$ cat src/rtl/pa_fdsu_iter_pkg.sv
// Shared types and constants for the iterative divide/sqrt engine.
package pa_fdsu_iter_pkg;

  typedef enum logic [1:0] {
    ST_IDLE = 2'd0,
    ST_CALC = 2'd1,
    ST_WB   = 2'd2
  } state_t;

  typedef enum logic {
    MODE_DIV  = 1'b0,
    MODE_SQRT = 1'b1
  } mode_t;

  localparam int FF_NV = 4;
  localparam int FF_DZ = 3;
  localparam int FF_OF = 2;
  localparam int FF_UF = 1;
  localparam int FF_NX = 0;

endpackage

$ cat src/rtl/pa_fdsu_iter_step.sv
// One radix-2 restoring iteration, shared by divide and square root.
module pa_fdsu_iter_step #(
  parameter int WIDTH = 24
) (
  input  logic             i_sqrt,
  input  logic [WIDTH:0]   i_rem,
  input  logic [WIDTH-1:0] i_quot,
  input  logic [WIDTH-1:0] i_divisor,
  input  logic [1:0]       i_rad_bits,
  output logic [WIDTH:0]   o_rem,
  output logic [WIDTH-1:0] o_quot
);

  localparam int HALF = WIDTH / 2;
  localparam int RW   = WIDTH + 1;

  // Two guard bits above R keep the shifted partial remainder exact in both modes.
  logic [WIDTH+2:0] w_part;
  logic [WIDTH+2:0] w_trial;
  logic             w_ge;

  // NOTE: every combinational output gets a default first so no path can infer a latch.
  always_comb begin
    w_trial = '0;
    if (i_sqrt) begin
      w_part              = {i_rem, i_rad_bits};
      w_trial[HALF+1:0]   = {i_quot[HALF-1:0], 2'b01};
    end else begin
      w_part              = {1'b0, i_rem, i_quot[WIDTH-1]};
      w_trial[WIDTH-1:0]  = i_divisor;
    end
    w_ge   = (w_part >= w_trial);
    o_rem  = RW'(w_ge ? (w_part - w_trial) : w_part);
    o_quot = {i_quot[WIDTH-2:0], w_ge};
  end

endmodule

$ cat src/rtl/pa_fdsu_iter.sv
// Multi-cycle integer divide / square-root engine with EX1 issue and frbus write-back.
module pa_fdsu_iter
  import pa_fdsu_iter_pkg::*;
#(
  parameter int WIDTH  = 24,
  parameter int FREG_W = 5
) (
  input  logic              forever_cpuclk,
  input  logic              cpurst_b,
  input  logic              ex1_start_vld,
  input  logic              ex1_start_sqrt,
  input  logic [WIDTH-1:0]  ex1_src0,
  input  logic [WIDTH-1:0]  ex1_src1,
  input  logic [FREG_W-1:0] ex1_dst_freg,
  output logic              ex1_start_rdy,
  output logic              ex1_stall,
  input  logic              flush,
  output logic              no_op,
  output logic              wb_vld,
  input  logic              wb_grant,
  output logic [WIDTH-1:0]  wb_quot,
  output logic [WIDTH-1:0]  wb_rem,
  output logic [FREG_W-1:0] wb_freg,
  output logic [4:0]        wb_fflags
);

  localparam int CNT_W = $clog2(WIDTH);

  state_t              r_state;
  state_t              w_state_nxt;
  mode_t               r_mode;
  logic [CNT_W-1:0]    r_cnt;
  logic [WIDTH:0]      r_rem;
  logic [WIDTH-1:0]    r_quot;
  logic [WIDTH-1:0]    r_src0;
  logic [WIDTH-1:0]    r_src1;
  logic [FREG_W-1:0]   r_freg;

  logic                r_wb_vld;
  logic [WIDTH-1:0]    r_wb_quot;
  logic [WIDTH-1:0]    r_wb_rem;
  logic [FREG_W-1:0]   r_wb_freg;
  logic [4:0]          r_wb_fflags;

  logic                w_accept;
  logic                w_last;
  logic [1:0]          w_rad_bits;
  logic [WIDTH:0]      w_rem_nxt;
  logic [WIDTH-1:0]    w_quot_nxt;
  logic                w_dz;
  logic [4:0]          w_fflags;

  assign ex1_start_rdy = (r_state == ST_IDLE);
  assign no_op         = (r_state == ST_IDLE);
  assign ex1_stall     = ex1_start_vld & ~ex1_start_rdy;

  assign w_accept   = (r_state == ST_IDLE) && ex1_start_vld && !flush;
  assign w_last     = (r_state == ST_CALC) && (r_cnt == '0);
  // Radicand pairs are consumed MSB first, so the pair index follows the countdown.
  assign w_rad_bits = 2'(r_src0 >> {r_cnt, 1'b0});

  pa_fdsu_iter_step #(.WIDTH(WIDTH)) u_step (
    .i_sqrt     (r_mode == MODE_SQRT),
    .i_rem      (r_rem),
    .i_quot     (r_quot),
    .i_divisor  (r_src1),
    .i_rad_bits (w_rad_bits),
    .o_rem      (w_rem_nxt),
    .o_quot     (w_quot_nxt)
  );

  always_comb begin
    w_dz               = (r_mode == MODE_DIV) && (r_src1 == '0);
    w_fflags           = '0;
    w_fflags[FF_DZ]    = w_dz;
    w_fflags[FF_NX]    = !w_dz && (w_rem_nxt != '0);
  end

  always_comb begin
    w_state_nxt = r_state;
    case (r_state)
      ST_IDLE: if (w_accept)        w_state_nxt = ST_CALC;
      ST_CALC: if (r_cnt == '0)     w_state_nxt = ST_WB;
      ST_WB:   if (wb_grant)        w_state_nxt = ST_IDLE;
      default:                      w_state_nxt = ST_IDLE;
    endcase
    if (flush) w_state_nxt = ST_IDLE;
  end

  // NOTE: all state uses non-blocking assignments so every flop samples pre-edge values.
  always_ff @(posedge forever_cpuclk or negedge cpurst_b) begin
    if (!cpurst_b) begin
      r_state     <= ST_IDLE;
      r_mode      <= MODE_DIV;
      r_cnt       <= '0;
      r_rem       <= '0;
      r_quot      <= '0;
      r_src0      <= '0;
      r_src1      <= '0;
      r_freg      <= '0;
      r_wb_vld    <= 1'b0;
      r_wb_quot   <= '0;
      r_wb_rem    <= '0;
      r_wb_freg   <= '0;
      r_wb_fflags <= '0;
    end else begin
      r_state  <= w_state_nxt;
      r_wb_vld <= (w_state_nxt == ST_WB);
      if (w_accept) begin
        r_mode <= ex1_start_sqrt ? MODE_SQRT : MODE_DIV;
        r_cnt  <= ex1_start_sqrt ? CNT_W'(WIDTH/2 - 1) : CNT_W'(WIDTH - 1);
        r_rem  <= '0;
        r_quot <= ex1_start_sqrt ? '0 : ex1_src0;
        r_src0 <= ex1_src0;
        r_src1 <= ex1_src1;
        r_freg <= ex1_dst_freg;
      end else if (r_state == ST_CALC) begin
        r_rem  <= w_rem_nxt;
        r_quot <= w_quot_nxt;
        if (r_cnt != '0) r_cnt <= r_cnt - 1'b1;
      end
      if (w_last && !flush) begin
        r_wb_quot   <= w_quot_nxt;
        r_wb_rem    <= w_rem_nxt[WIDTH-1:0];
        r_wb_freg   <= r_freg;
        r_wb_fflags <= w_fflags;
      end
    end
  end

  assign wb_vld    = r_wb_vld;
  assign wb_quot   = r_wb_quot;
  assign wb_rem    = r_wb_rem;
  assign wb_freg   = r_wb_freg;
  assign wb_fflags = r_wb_fflags;

endmodule

$ cat config.mk
export PLATFORM = sky130hd
export DESIGN_NAME = pa_fdsu_iter
export DESIGN_NICKNAME = d
export VERILOG_FILES = /design/src/rtl/pa_fdsu_iter_pkg.sv /design/src/rtl/pa_fdsu_iter_step.sv /design/src/rtl/pa_fdsu_iter.sv
export SDC_FILE = /design/constraint.sdc
export NUM_CORES = 1
export LEC_CHECK = 0
export CAP_MARGIN = 15
export CORE_MARGIN = 4
export CORE_UTILIZATION = 57
export CTS_BUF_LIST = sky130_fd_sc_hd__clkbuf_2
export CTS_CLUSTER_SIZE = 10
export DETAILED_ROUTE_END_ITERATION = 16
export PLACE_DENSITY = 0.93
export SYNTH_ARGS = -nofsm -noshare
export SYNTH_HDL_FRONTEND = slang
export SYNTH_SLANG_ARGS = --single-unit
$ cat constraint.sdc
create_clock -name forever_cpuclk -period 6.77 [get_ports forever_cpuclk]
set_clock_uncertainty 0.15 [all_clocks]
set_input_delay 1.354 -clock forever_cpuclk [delete_from_list [all_inputs] [get_ports forever_cpuclk]]
set_output_delay 1.354 -clock forever_cpuclk [all_outputs]
set_load 0.02 [all_outputs]
# Word-level counts from Yosys, hierarchy flattened
# Index checks and enable logic that the tools add are counted.
# word_totals
register_bits	166
latchBits	0
ramBits	0
mem_bits_ro	0
in_bits	59
out_inout_bits	62
elab_cells	58
mem_count	0
# classes
add_sub_neg	2
multipliers	0
div_mod_pow	0
n_lt_le_gt_ge	1
eq_ne	3
n_shift	1
muxes	19
bitwise_logic	3
n_reduce_logical	16
# ops
cell	n
2-to-1 mux 25 bit	3
2-to-1 mux 24 bit	3
greater-or-equal comparator 27 x 24 -> 1 bit	1
2-to-1 mux 27 bit	1
nonzero test 25 bit	1
subtractor 25 x 24 -> 25 bit	1
zero test 24 bit	1
>> shifter 24 x 6 -> 2 bit	1
2-to-1 mux 5 bit	4
2-to-1 mux 14 bit	1
2-to-1 mux 10 bit	1
2-to-1 mux 2 bit	4
logical AND 1 bit	6
one-hot mux 2 bit (3 select lines)	1
zero test 5 bit	1
nonzero test 5 bit	1
subtractor 5 x 1 -> 5 bit, second input constant	1
equality test 2 bit, second input constant	2
nonzero test 2 bit	2
equality test 2 x 1 -> 1 bit, second input constant	1
zero test 1 bit	2
zero test 2 bit	1
inverter 1 bit	2
AND reduction 2 bit	1
other kinds (2)	2

# Depth between registers and ports, before layout
# logic_depth
depth_word	7
mapped_depth	20
mapped_depth_nobuf	19

# By module
# Synthesis repeated with hierarchy kept, for this count alone.
# unflattened
hier_cells	973
hier_area_um2	9367.7
# by_module_without_submodules
mod	instances	cells_each	area_each_um2	seq_area_each_um2
pa_fdsu_iter	1	674	6975.4	4154.0
pa_fdsu_iter_step	1	299	2392.3	0.0

# Worst setup path after synthesis
# OpenSTA, ideal clock, no wires.
# synth_path
kind	register to register
startpoint	register r_cnt[0]
endpoint	register r_wb_fflags[0] (netlist: wb_fflags[0])
setup_ns	0.133
t_arrival_ns	4.518
setup_slack_ns	1.969
stages_incl_launch_ff	21
n_path_buf	1
period_less_slack_ns	4.801
cell_sequence	dfrtp_1 -> clkbuf_1 -> mux4_2 -> nand2_1 -> a21oi_1 -> a31oi_1 -> nor2_1 -> mux2i_1 -> ha_1 -> inv_1 -> fa_1 -> a211oi_2 -> o31ai_2 -> a31oi_1 -> o21bai_1 -> a221o_1 -> a211o_1 -> a21o_1 -> mux2i_1 -> a2111oi_1 -> a21oi_1
# synth_between
elab_chain_len	6
elab_cells_between_ends	10
# synth_rtl
item	line	source
from (decl)	pa_fdsu_iter.sv:32	logic [CNT_W-1:0] r_cnt;
from (signal assigned)	pa_fdsu_iter.sv:111	r_cnt <= ex1_start_sqrt ? CNT_W'(WIDTH/2 - 1) : CNT_W'(WIDTH - 1);
from (signal assigned)	pa_fdsu_iter.sv:120	if (r_cnt != '0) r_cnt <= r_cnt - 1'b1;
>> shifter 24 x 6 -> 2 bit	pa_fdsu_iter.sv:60	assign w_rad_bits = 2'(r_src0 >> {r_cnt, 1'b0});
2-to-1 mux 27 bit	pa_fdsu_iter_step.sv:25	if (i_sqrt) begin
subtractor 25 x 24 -> 25 bit / greater-or-equal comparator 27 x 24 -> 1 bit (equally long branches)	pa_fdsu_iter_step.sv:33, pa_fdsu_iter_step.sv:32	
2-to-1 mux 25 bit	pa_fdsu_iter_step.sv:33	o_rem = RW'(w_ge ? (w_part - w_trial) : w_part);
nonzero test 25 bit	pa_fdsu_iter.sv:76	w_fflags[FF_NX] = !w_dz && (w_rem_nxt != '0);
logical AND 1 bit	pa_fdsu_iter.sv:76	
to (signal assigned)	pa_fdsu_iter.sv:126	r_wb_fflags <= w_fflags;
to (decl)	pa_fdsu_iter.sv:43	logic [4:0] r_wb_fflags;
# Several ways; a longest one is shown, not always the timed one.
# A chain may end at the register's enable or synchronous reset.

# Worst setup path after layout
# Ends and elaborated chain as after synthesis.

==> impl_results.md <==
* Slew @ Worst Pin at approximately 1000 ps
* Synth Register Bits at roughly 170
* CTS clk-pin slew, worst paths at 250 ps
* Layout cell share with drive strength beyond 1 at between 10% and 20%
* Library cells used by synthesis at 61
* Synthesis-to-finish area growth at 17.93%
* Max-Cap Viols at 0
* Ys async rst share at 100.0%
* Initial DRT Pass Iterations at 6
* Final Cycle Share at between 70% and 80%
* Post-DP HPWL at 15940 um
* Area of the multi-input gates at 0.004333 sq mm
* Synth Area in Compound Gates at between 10% and 20%
* Adder-Cell Fraction of Synth Area at just under 4%
* Hold Buf Count CTS at 0
* Min-Delay Path Class: flip-flop to flip-flop
* Instance count of the mapped netlist at a little under 900
* Clock latency on the worst-skew pair at 770 ps
* Fin area at between 0.01 and 0.015 sq mm
* Slew Limit Fails at 0
* Util after Layout at about two thirds
* Combinational family with the most area after synthesis: simple AND/OR/NAND/NOR gates
* Layout Nets at ~1100
* # clock sinks at 166
* CP arrival at between 5000 and 6000 ps
* Placer Congestion at between 0.9 and 1
* Clk root buf: clkbuf_2
* Setup tns final at 0 ps
* CTS max path bufs at 2
* Crit path kind: flip-flop to flip-flop
* Hold slack at between 300 and 400 ps
* Setup violations, final at 0
* Die width at 132.0 um
* Post-route setup slack at 1550 ps
* Final Critical Period at 5220 ps
* 1st-iter DRT viols at 674
* Die span in y at about 130 um
* Vias in the first global route at about 7100
* Commonest non-fill, non-tap cell in the layout: nand2_1
* Grt ovf at 0
* Die area at about 0.017 sq mm
* Status: finished, final reports clean
* Fin. Hold Viols at 0
* Pleak at 4.819 nW
* Pwr/cell area at 471.7 mW/mm^2
* Simple-gate share of the synthesized area at about 16%
* Tot GR Track Use at roughly a quarter
* Layout fillers at ~1100
* Dpl cell area at roughly 0.01 sq mm
* Initial Util at ~58%
* Mapped Area at 0.008766 sq mm
* Synth Flop Type: dfrtp_1
* Max VDD drop at between 150 and 200 uV
* Reg-to-reg slack, setup at between 1500 and 2000 ps
* Global-route wire length before repair at ~36000 um
* Largest net degree at the start of global routing at 109
* Xor-xnor portion of the synthesized cell area at 1.898%
* Crit. End Element: flip-flop
* Core Area at around 0.015 sq mm
* Most frequent cells in the layout: nand2_1, dfrtp_1, clkdlybuf4s50_1
* TritonCTS clock tree: yes
* Buffers on Ports at 117
* Worst-path maximum fanout at 10
* RSZ-0062 raised after global routing: false
* Routed len/inst at roughly 19 um
* Peak Freq at 191.6 MHz
* EDFF count, synth at 0
* Post-Route WL at roughly 22000 um
* Htree depth at 4
* FF/Latch Area at a little over 0.004 sq mm
* Post-cts gate resize count at 0
* # IOs at about 120
* Avg Cell Area, Syn at 9.984 sq um
* Slew headroom at about 33%
* Place WS at around 1600 ps
* Synthesis Warnings at 0
* DR vias/cell at roughly 6
* CTS Buf Count at 17
* Register area share after synthesis at ~47%
* Antenna violations before repair at 1
* Mux cell area share after synthesis at approximately 15%
* Via count at around 7000
* CP startpoint kind: flip-flop
* Number of cell rows at between 40 and 50
* # DRC at 0
* Post-CTS setup buffers at 0
* Post-DRT Antenna Nets at 0
* Worst Path Required at about 7300 ps
[layout make-up]
type / instances / share of cell area (%)
clock buffer: 17 / 0.8230
clock inverter: 15 / 2.082
antenna: 1 / 0.02421
timing repair buffer: 128 / 12.14
tap: 188 / 2.275
multi-input combinational: 646 / 41.91
inverter: 15 / 0.5447
sequential: 166 / 40.20
[worst max-delay path: stages, from the launching register on]
cell       delay, ps
dfrtp_1          670
mux4_2           570
nand2_1           80
a21oi_1           70
a31oi_1          170
nor2_1            60
mux2i_1          280
ha_1             220
inv_1             50
fa_1             410
a211oi_2         300
o31ai_2          160
a31oi_1          290
o21bai_1         160
a221o_1          410
a211o_1          310
a21o_1           180
mux2i_1          130
a2111oi_1        350
a21oi_1          110
[through the flow]
step / cells / power, W
after global placement: 1143 / 0.004155
after global routing: 1176 / 0.005214
after detailed placement: 1143 / 0.004212
after CTS: 1175 / 0.004852
after floorplan: 880 / 0.003398
final: 1176 / 0.004877
[path summary, 6_finish.rpt]
| check | start | endpoint | depth (start not counted) |
|---|---|---|---|
| worst max-delay path | r_cnt[0] | wb_fflags[0] | 19 |
| worst min-delay path | r_freg[0] | wb_freg[0] | 2 |
| worst max register to register | r_cnt[0] | wb_fflags[0] | 19 |
| worst min register to register | r_freg[0] | wb_freg[0] | 2 |
| max in group asynchronous | cpurst_b | r_mode | 2 |
| min in group asynchronous | cpurst_b | wb_rem[13] | 1 |
[per-layer routing]
metal / vias up / share of wire [%] / GRT usage, %
li1: 3285 / - / -
met1: 3436 / 42 / 34.36
met2: 288 / 49 / 41.79
met3: 38 / 6.6 / 5.916
met4: 0 / 2.2 / 9.335
met5: - / 0 / 0
[power breakdown]
group / total, W / internal [W] / switching [W]
logic: 0.00270 / 0.00117 / 0.00154
clock network: 0.000630 / 0.000255 / 0.000375
registers: 0.00154 / 0.00128 / 0.000257
[cells in the mapped netlist, types with 4 or more instances]
cell	instances	area share (%)
xnor2_1	11	1.1
nor4b_1	5	0.50
a21oi_1	27	1.5
a31oi_1	8	0.57
nor4_1	10	0.71
and3_1	6	0.43
mux4_2	6	1.5
nand2_1	216	9.2
a21o_1	9	0.77
nor2b_1	7	0.50
nand3_1	5	0.29
clkbuf_1	38	1.6
nor3_1	8	0.46
nand2b_1	13	0.93
ha_1	26	3.7
inv_1	15	0.64
nor2_1	27	1.2
nand4_1	4	0.29
a211o_1	4	0.40
xor2_1	8	0.80
dfrtp_1	166	47
mux2i_1	37	4.2
o21ai_0	41	2.3
buf_2	4	0.23
o22ai_1	23	1.6
buf_4	6	0.51
a22oi_1	22	1.9
mux2_2	75	9.6
or4_1	4	0.34
[registers in the layout, summed over array words and instances, names as in the netlist]
register   flops
r_rem         25
r_quot        24
r_src0        24
r_src1        24
wb_quot       24
wb_rem        24
r_cnt          5
r_freg         5
wb_freg        5
r_state        2
wb_fflags      2
r_mode         1
wb_vld         1
[cell families after synthesis]
group                      count (synthesis)
and+or+nand+nor                          316
DFF                                      166
xor gates and xnor gates                  19
AOI/OAI and AO/OA                        163
other                                      1
adders and majority gates                 27
muxes                                    118
buffers and inverters                     68
Power figures use the tool's default switching activity.
